### src/rtl/onehot_seq_encoder.sv
// onehot_seq_encoder: emits the binary index of every set request bit, lowest first,
// one index per out handshake; one request vector is held at a time.
module onehot_seq_encoder #(
    parameter int N = 8,
    parameter int W = 3
) (
    input  logic         clk,
    input  logic         rst,
    input  logic         in_valid,
    output logic         in_ready,
    input  logic [N-1:0] in,
    output logic         out_valid,
    input  logic         out_ready,
    output logic [W-1:0] out,
    output logic         out_last,
    output logic [W:0]   out_cnt,
    output logic         zero_err
);
    localparam logic [0:0] IDLE = 1'b0;
    localparam logic [0:0] EMIT = 1'b1;

    logic [0:0]   state;
    logic [N-1:0] pending;
    logic [W-1:0] idx;
    logic [W:0]   cnt;

    // Downward scan so the lowest set bit wins the index.
    always_comb begin
        idx = '0;
        cnt = '0;
        for (int i = N - 1; i >= 0; i--) begin
            if (pending[i]) idx = W'(i);
            cnt = cnt + (W + 1)'(pending[i]);
        end
    end

    assign in_ready  = (state == IDLE) && !rst;
    assign out_valid = (state == EMIT);
    assign out       = out_valid ? idx : '0;
    assign out_cnt   = out_valid ? cnt : '0;
    assign out_last  = out_valid && (cnt == (W + 1)'(1));

    always_ff @(posedge clk) begin
        if (rst) begin
            state    <= IDLE;
            pending  <= '0;
            zero_err <= 1'b0;
        end else begin
            zero_err <= in_ready && in_valid && (in == '0);
            if (in_ready && in_valid && (in != '0)) begin
                pending <= in;
                state   <= EMIT;
            end else if (out_valid && out_ready) begin
                // x & (x-1) drops the lowest set bit, i.e. the one just emitted.
                pending <= pending & (pending - N'(1));
                if (out_last) state <= IDLE;
            end
        end
    end
endmodule

### config.mk
export PLATFORM = sky130hd
export DESIGN_NAME = onehot_seq_encoder
export DESIGN_NICKNAME = d
export VERILOG_FILES = /design/src/rtl/onehot_seq_encoder.sv
export SDC_FILE = /design/constraint.sdc
export NUM_CORES = 1
export LEC_CHECK = 0
export ABC_CLOCK_PERIOD_IN_PS = 6000
export CORE_MARGIN = 1.5
export CORE_UTILIZATION = 49
export DETAILED_ROUTE_END_ITERATION = 8
export GPL_TIMING_DRIVEN = 0
export PLACE_DENSITY = 0.81
export REMOVE_ABC_BUFFERS = 1
export SLEW_MARGIN = 20
export SYNTH_ARGS = -nofsm -noshare
export SYNTH_HDL_FRONTEND = slang
export SYNTH_SLANG_ARGS = --single-unit
### constraint.sdc
create_clock -name clk -period 6 [get_ports clk]
set_input_delay 0.9 -clock clk [delete_from_list [all_inputs] [get_ports clk]]
set_output_delay 0.9 -clock clk [all_outputs]
set_load 0.1 [all_outputs]
Word level (Yosys, flattened, before mapping). Index checks and enable logic that the tools add are counted.

Add/subtract/negate cells: 8. Eq/ne operators: 1. Multiplexer cells: 15. Bitwise logic cells: 2. Reduce and logical (&&, ||, !) cells: 12.

Operators by type and width (number): 3-bit two-way mux (9); 4-bit by 1-bit adder with 4-bit output (4); 8-bit two-way mux (2); 8-bit bitwise AND (1); 8-bit zero test (1); 8-bit nonzero test (1); 8-bit by 1-bit subtractor with 8-bit output (second input constant) (1); 1-bit logical AND (6); 3-bit by 1-bit adder with 4-bit output (1); 4-bit by 1-bit == test with 1-bit output (second input constant) (1); 4-bit two-way mux (1); 2-bit nonzero test (2); 2-bit by 1-bit adder with 3-bit output (1); 1-bit two-way mux (3); 1-bit by 1-bit adder with 2-bit output (1); 2-bit AND reduction (1); 1-bit zero test (1); 1-bit inverter (1).

Register bits after elaboration: 10. Input port bits: 12. Output and inout bits: 11. Word-level logic and storage cells: 41.

Longest topological paths before layout. Gate-level depths: netlist (run 1).

Word-level depth: 12. Depth in mapped cells: 12. Depth with buffers taken out: 12.

Least setup slack after synthesis (run 1). OpenSTA, ideal clock, no wires.

Path kind: flip-flop to output port. Start: register pending[0]. End: output port out_last. Data arrival time: 4286 ps. Data required time: 5100 ps. Slack: 814 ps. Stages on the path, launching flop included: 10. Path buffers: 0. Cell sequence: dfxtp_1 -> fa_1 -> inv_1 -> fa_1 -> fa_1 -> inv_1 -> ha_1 -> and2_1 -> nand2_1 -> nor2_1.

Cells in the longest elaborated chain, start to end: 3.

Ends and longest elaborated chain: from (decl) (line 23) `logic [N-1:0] pending;`; from (signal assigned) (line 51) `pending <= in;`; from (signal assigned) (line 55) `pending <= pending & (pending - N'(1));`; 4-bit by 1-bit adder with 4-bit output (line 33) `cnt = cnt + (W + 1)'(pending[i]);`; 4-bit by 1-bit == test with 1-bit output (line 41) `assign out_last = out_valid && (cnt == (W + 1)'(1));`; 1-bit logical AND (line 41); to (decl) (line 15) `output logic out_last,`.

No other way between the ends.

Final worst setup path (run 1). Same ends and word-level chain as after synthesis.

==> impl_metrics.yaml, run 1 <==
outcome:
  status: "complete, no violations"
cts:
  post-cts-setup-buffers: 0
  cts_tree: "done"
  cts_resized: 0
  root_buffer: "clkbuf_4"
  clk_latency_ns: 0.27
  cts_max_path_buffers: 2
  cts-buffers-inserted: 3
  hold_buffers: 0
  htree_levels: 1
  clk_pin_slew_ns: 0.06
  cts.sinks: 10
placement:
  io_buffer_count: 22
  hpwlAfterDp_mm: 1.40
  gp_congestion: 0.748
  dp.cells: 133
sta:
  tns_ns: 0
  whs_ns: 0.546
  skew_ns: 0.0100
  rsz0062_at_grt: "false"
  hold_violations: 0
  final.period_utilization_pct: 88.0
  post-route-min-period_ns: 5.28
  slew_viol_final: 0
  max_freq_ghz: 0.189
  worst_pin_slew_ns: 0.975
  setup_viol: 0
  timing.slew.headroom_pct: 34.8
route:
  drtIter0Drc: 4
  drc: 0
  vias: 775
  wl_per_cell_um: 13.3
  totalWireLength_mm: 1.82
  routed_via_density: 5.66
  ant_nets: 0
  dr.pass1.iters: 4
power:
  clkPwrFrac_pct: 27.5
  totalPowerFinal_uw: 219
  switching_power_uw: 84.2
  ir_drop_uv: 147
  p_leak_uw: 0.000411
  comb_power_share_pct: 37.7
  seqPwrFrac_pct: 34.7
  p_int_uw: 134
  swShare_pct: 38.5
  powerDensity_nw_per_um2: 209
final_layout:
  fin_cells: 137
  fin_util_pct: 69.6
  area_growth_pct: 32.6
  drive_gt1_share_pct: 7.44
  diodes: 0
  nets: 143
  fill_cells: 138
floorplanning:
  core_um2: 1510
  die_height_um: 43.2
  placementRows: 14
  ioPinCount: 23
  initial_utilization_pct: 52.5
  die_w_um: 43.2
  die_area_um2: 1860
synth:
  synth.distinct_cells: 27
  yosys_warnings: 0
  synthMostInstantiatedCell: "nand2_1"
  yosysSeqAreaShare_pct: 25.3
  synthTopCellsByCount: "nand2_1 (14), inv_1 (13), a21oi_1 (11), dfxtp_1 (10), nor2_1 (8)"
  syn_area_per_cell_um2: 8.07
  syn_area_um2: 791
  syn_inst: 98
  ys_ff_latch: 10
  synthArstFlopShare_pct: 0
  synth_area_leader_cell: "dfxtp_1"
  synth_top_area_share_pct: 25.3
  ys.flop_type: "dfxtp_1"
  synth_edf_count: 0
  synth.area.top_cells: "dfxtp_1 (25%), fa_1 (10%), ha_1 (7.9%)"
worst_setup_path:
  arrival_ns: 4.38
  cp_max_fo: 4
  start_kind: "register"
  path_class: "register to output pin"
  cp_data_required_time_ns: 5.10
  critPathCaptureType: "output pin"
grt:
  track_usage_pct: 22.6
  antenna_found_initial: 0
  grt.overflow.total: 0
  grt_pass1_vias: 772
  grt_pass1_wl_mm: 3.25
  grt_start_max_net_pins: 15
worst_hold_path:
  holdCritPathClass: "register to register"
run:
  drv_cap: 0
-- power by group through the flow --
| stage | clock, uW | combinational [uW] | sequential [uW] |
|---|---|---|---|
| 6_report | 60.1 | 82.5 | 76.0 |
| 5_1_grt | 64.3 | 88.7 | 76.8 |
| 4_1_cts | 61.5 | 82.4 | 75.9 |
| 3_5_place_dp | 0 | 81.1 | 77.5 |
| 3_3_place_gp | 0 | 79.2 | 77.3 |
| 2_1_floorplan | 0 | 52.2 | 80.2 |
-- kinds of logic (layout without fill, tap and decap cells) --
| family | count (synthesis) | in the layout | synth area share (%) |
|---|---|---|---|
| AND/OR/NAND/NOR | 38 | 38 | 26.9 |
| AO/OA/AOI/OAI | 25 | 25 | 21.2 |
| buffers and inverters | 16 | 39 | 8.54 |
| flip-flops | 10 | 10 | 25.3 |
| adder cells (fa/ha/maj) | 9 | 9 | 18.0 |
-- placed cells by master (no fill, tap or decap) --
master / n
o21ai_1: 2
and2_1: 1
nor2b_1: 3
o41ai_1: 1
nand4_1: 1
o211ai_1: 3
o21ai_0: 1
nand2b_1: 1
dfxtp_1: 10
o211a_1: 1
nor4_4: 2
a21oi_2: 1
fa_1: 4
nand2_1: 14
clkbuf_4: 3
a311oi_2: 1
or3b_4: 1
and3b_1: 1
ha_1: 5
a21boi_0: 1
nor2_1: 8
a21o_1: 1
inv_1: 13
clkdlybuf4s50_1: 22
o311ai_1: 2
clkbuf_8: 1
a21oi_1: 11
nand3_1: 6
-- registers in the layout, indices dropped and copies added (netlist names) --
| signal | flops |
|---|---|
| pending | 8 |
| zero_err | 1 |
| out_valid | 1 |
-- layout make-up --
cell class / instances / area, um^2 / area share (%)
Multi-Input combinational cell: 72 / 523 / 49.9
Timing Repair Buffer: 22 / 220 / 21.0
Sequential cell: 10 / 200 / 19.1
Inverter: 13 / 48.8 / 4.65
Clock buffer: 4 / 36.3 / 3.46
Tap cell: 16 / 20.0 / 1.91
-- final timing paths --
path / from / end / slack [ns] / cells after the start
hold / removal: pending[0] / pending[0] / 0.55 / 2
setup / recovery: pending[0] / out_last / 0.72 / 12
setup reg to reg: pending[0] / out_valid / 2.76 / 12
hold reg to reg: pending[0] / pending[0] / 0.55 / 2
-- metal layers --
layer	up-vias	part of all wire (%)	global-route usage [%]
met2	15	53	41.5
met5	-	0	0
met3	0	2.7	2.55
li1	384	-	-
met1	376	45	27.5
met4	0	0	5.45
-- critical path, stage by stage (launching register included) --
cell,delay (ns)
dfxtp_1,0.36
fa_1,0.54
inv_1,0.05
fa_1,0.49
fa_1,0.41
inv_1,0.07
ha_1,0.16
inv_1,0.06
fa_1,0.37
nor2b_1,0.15
a21boi_0,0.14
nor2_1,0.16
clkdlybuf4s50_1,1.16
-- metrics by stage --
stage	area [um^2]	setup WS (ns)
after floorplan	772	0.814
after global placement	1010	1.13
after detailed placement	1010	1.06
after CTS	1050	0.725
after global routing	1050	0.527
final	1050	0.722
Note: power is estimated with default switching activity, not from simulation.
==> inputs of run 2 (changes only) <==
- CORE_UTILIZATION: 49 -> 55
- DONT_BUFFER_PORTS: not set -> 1
- PLACE_DENSITY: 0.81 -> 0.69
==> run 2 against run 1 <==
  * Utilization shrank 6.5 points
  * Hold slack lost 0.019 ns
  * Register-to-register slack lost 0.09 ns
  * Sequential power grew 6.2%
  * Critical endpoint unchanged
==> impl_metrics.yaml, run 2 (synthesized netlist as in run 1, its figures left out) <==
floorplanning:
  die_area_um2: 1670
  die_w_um: 40.9
  core_um2: 1320
  placementRows: 13
  initial_utilization_pct: 60.0
  ioPinCount: 23
  die_height_um: 40.9
sta:
  hold_violations: 0
  worst_pin_slew_ns: 1.17
  post-route-min-period_ns: 5.16
  max_freq_ghz: 0.194
  skew_ns: 0.00216
  setup_slack_ns: 0.841
  setup_viol: 0
  final.period_utilization_pct: 86.0
  tns_ns: 0
  rsz0062_at_grt: "false"
  timing.slew.headroom_pct: 21.8
  slew_viol_final: 0
power:
  clkPwrFrac_pct: 23.6
  p_int_uw: 109
  ir_drop_uv: 204
  switching_power_uw: 75.3
  p_leak_uw: 0.000323
  swShare_pct: 40.9
  comb_power_share_pct: 32.6
  seqPwrFrac_pct: 43.8
  powerDensity_nw_per_um2: 222
worst_setup_path:
  cp_max_fo: 4
  critPathCaptureType: "output pin"
  cp_data_required_time_ns: 5.10
  start_kind: "register"
  r2r_slack_ns: 2.67
  path_class: "register to output pin"
  arrival_ns: 4.26
cts:
  hold_buffers: 0
  root_buffer: "clkbuf_4"
  cts-buffers-inserted: 3
  clk_pin_slew_ns: 0.06
  cts_max_path_buffers: 2
  clk_latency_ns: 0.26
  post-cts-setup-buffers: 0
  htree_levels: 1
  cts_resized: 0
  cts.sinks: 10
  cts_tree: "done"
worst_hold_path:
  holdCritPathClass: "register to register"
placement:
  hpwlAfterDp_mm: 1.23
  io_buffer_count: 0
  dp_slack_ns: 1.11
  dp.cells: 110
  gp_congestion: 0.673
route:
  route.met3.wl_um: 81
  route.met2.wl_um: 708
  wl_per_cell_um: 13.3
  dr.pass1.iters: 2
  drc: 0
  drtIter0Drc: 4
  vias: 639
  routed.top_layer: "met4"
  routed_via_density: 5.65
  ant_nets: 0
  met1_length_um: 707
  totalWireLength_mm: 1.51
final_layout:
  layout_common_cells: "nand2_1 (14), inv_1 (13), a21oi_1 (10), dfxtp_1 (9), nand3_1 (6)"
  area_growth_pct: 5.06
  layout_commonest_cell: "nand2_1"
  diodes: 0
  fin_util_pct: 63.1
  largest_reg_flops: 8
  fin_cells: 113
  fill_cells: 119
  drive_gt1_share_pct: 15.3
  top_register: "pending"
  nets: 121
grt:
  grt_pass1_wl_mm: 2.31
  grt_start_max_net_pins: 15
  antenna_found_initial: 0
  grt.overflow.total: 0
  track_usage_pct: 21.9
  grt_pass1_vias: 585
run:
  drv_cap: 0
outcome:
  status: "complete, no violations"
-- run 2: changes by cell type in the layout (fill, tap and decap cells not counted) --
cell	delta
a21oi_2	+1
dfxtp_1	-1
nor2_2	+4
a21oi_1	-1
dfxtp_2	+1
nor2b_2	+1
clkbuf_8	-1
clkdlybuf4s50_1	-22
nor2b_1	-1
nor2_1	-4
-- run 2: metal layers --
layer  track usage, %  vias up
met3             9.78        2
met2             37.5       17
met1             23.6      286
met5                0        -
li1                 -      334
met4             7.50        0
-- run 2: per-stage QoR --
step	cell area (um^2)	power, uW	hold slack [ns]
after floorplan	772	132	0.477
after global placement	791	139	0.527
after detailed placement	808	142	0.522
after CTS	831	186	0.530
after global routing	831	196	0.562
final	831	184	0.527
-- run 2: layout make-up --
class                      count  area (um^2)  area share [%]
tap                           15         18.8            2.26
clock buffer                   3         22.5            2.71
multi-input combinational     72          539            64.9
inverter                      13         48.8            5.87
sequential                    10          201            24.2
-- run 2: path summary, 6_finish.rpt --
check                                start    endpoint  depth (start not counted)
worst min register to register  pending[4]  pending[4]                          2
worst max register to register  pending[0]   out_valid                         12
worst min-delay path            pending[4]  pending[4]                          2
worst max-delay path            pending[0]    out_last                          9
-- run 2: power groups by stage --
stage,Sequential (uW),Clock [uW],Combinational [uW]
2_1_floorplan,80.2,0,52.2
3_3_place_gp,81.8,0,57.2
3_5_place_dp,82.1,0,60.4
4_1_cts,80.6,44.9,60.6
5_1_grt,81.2,49.3,65.9
6_report,80.7,43.6,60.1
-- run 2: critical path, stage by stage, from the launching register on --
cell and delay (ns):
dfxtp_1 0.35, fa_1 0.54, inv_1 0.05, fa_1 0.45, fa_1 0.51, inv_1 0.05, ha_1 0.28, and2_1 0.78
nand2_1 0.15, nor2_2 0.84
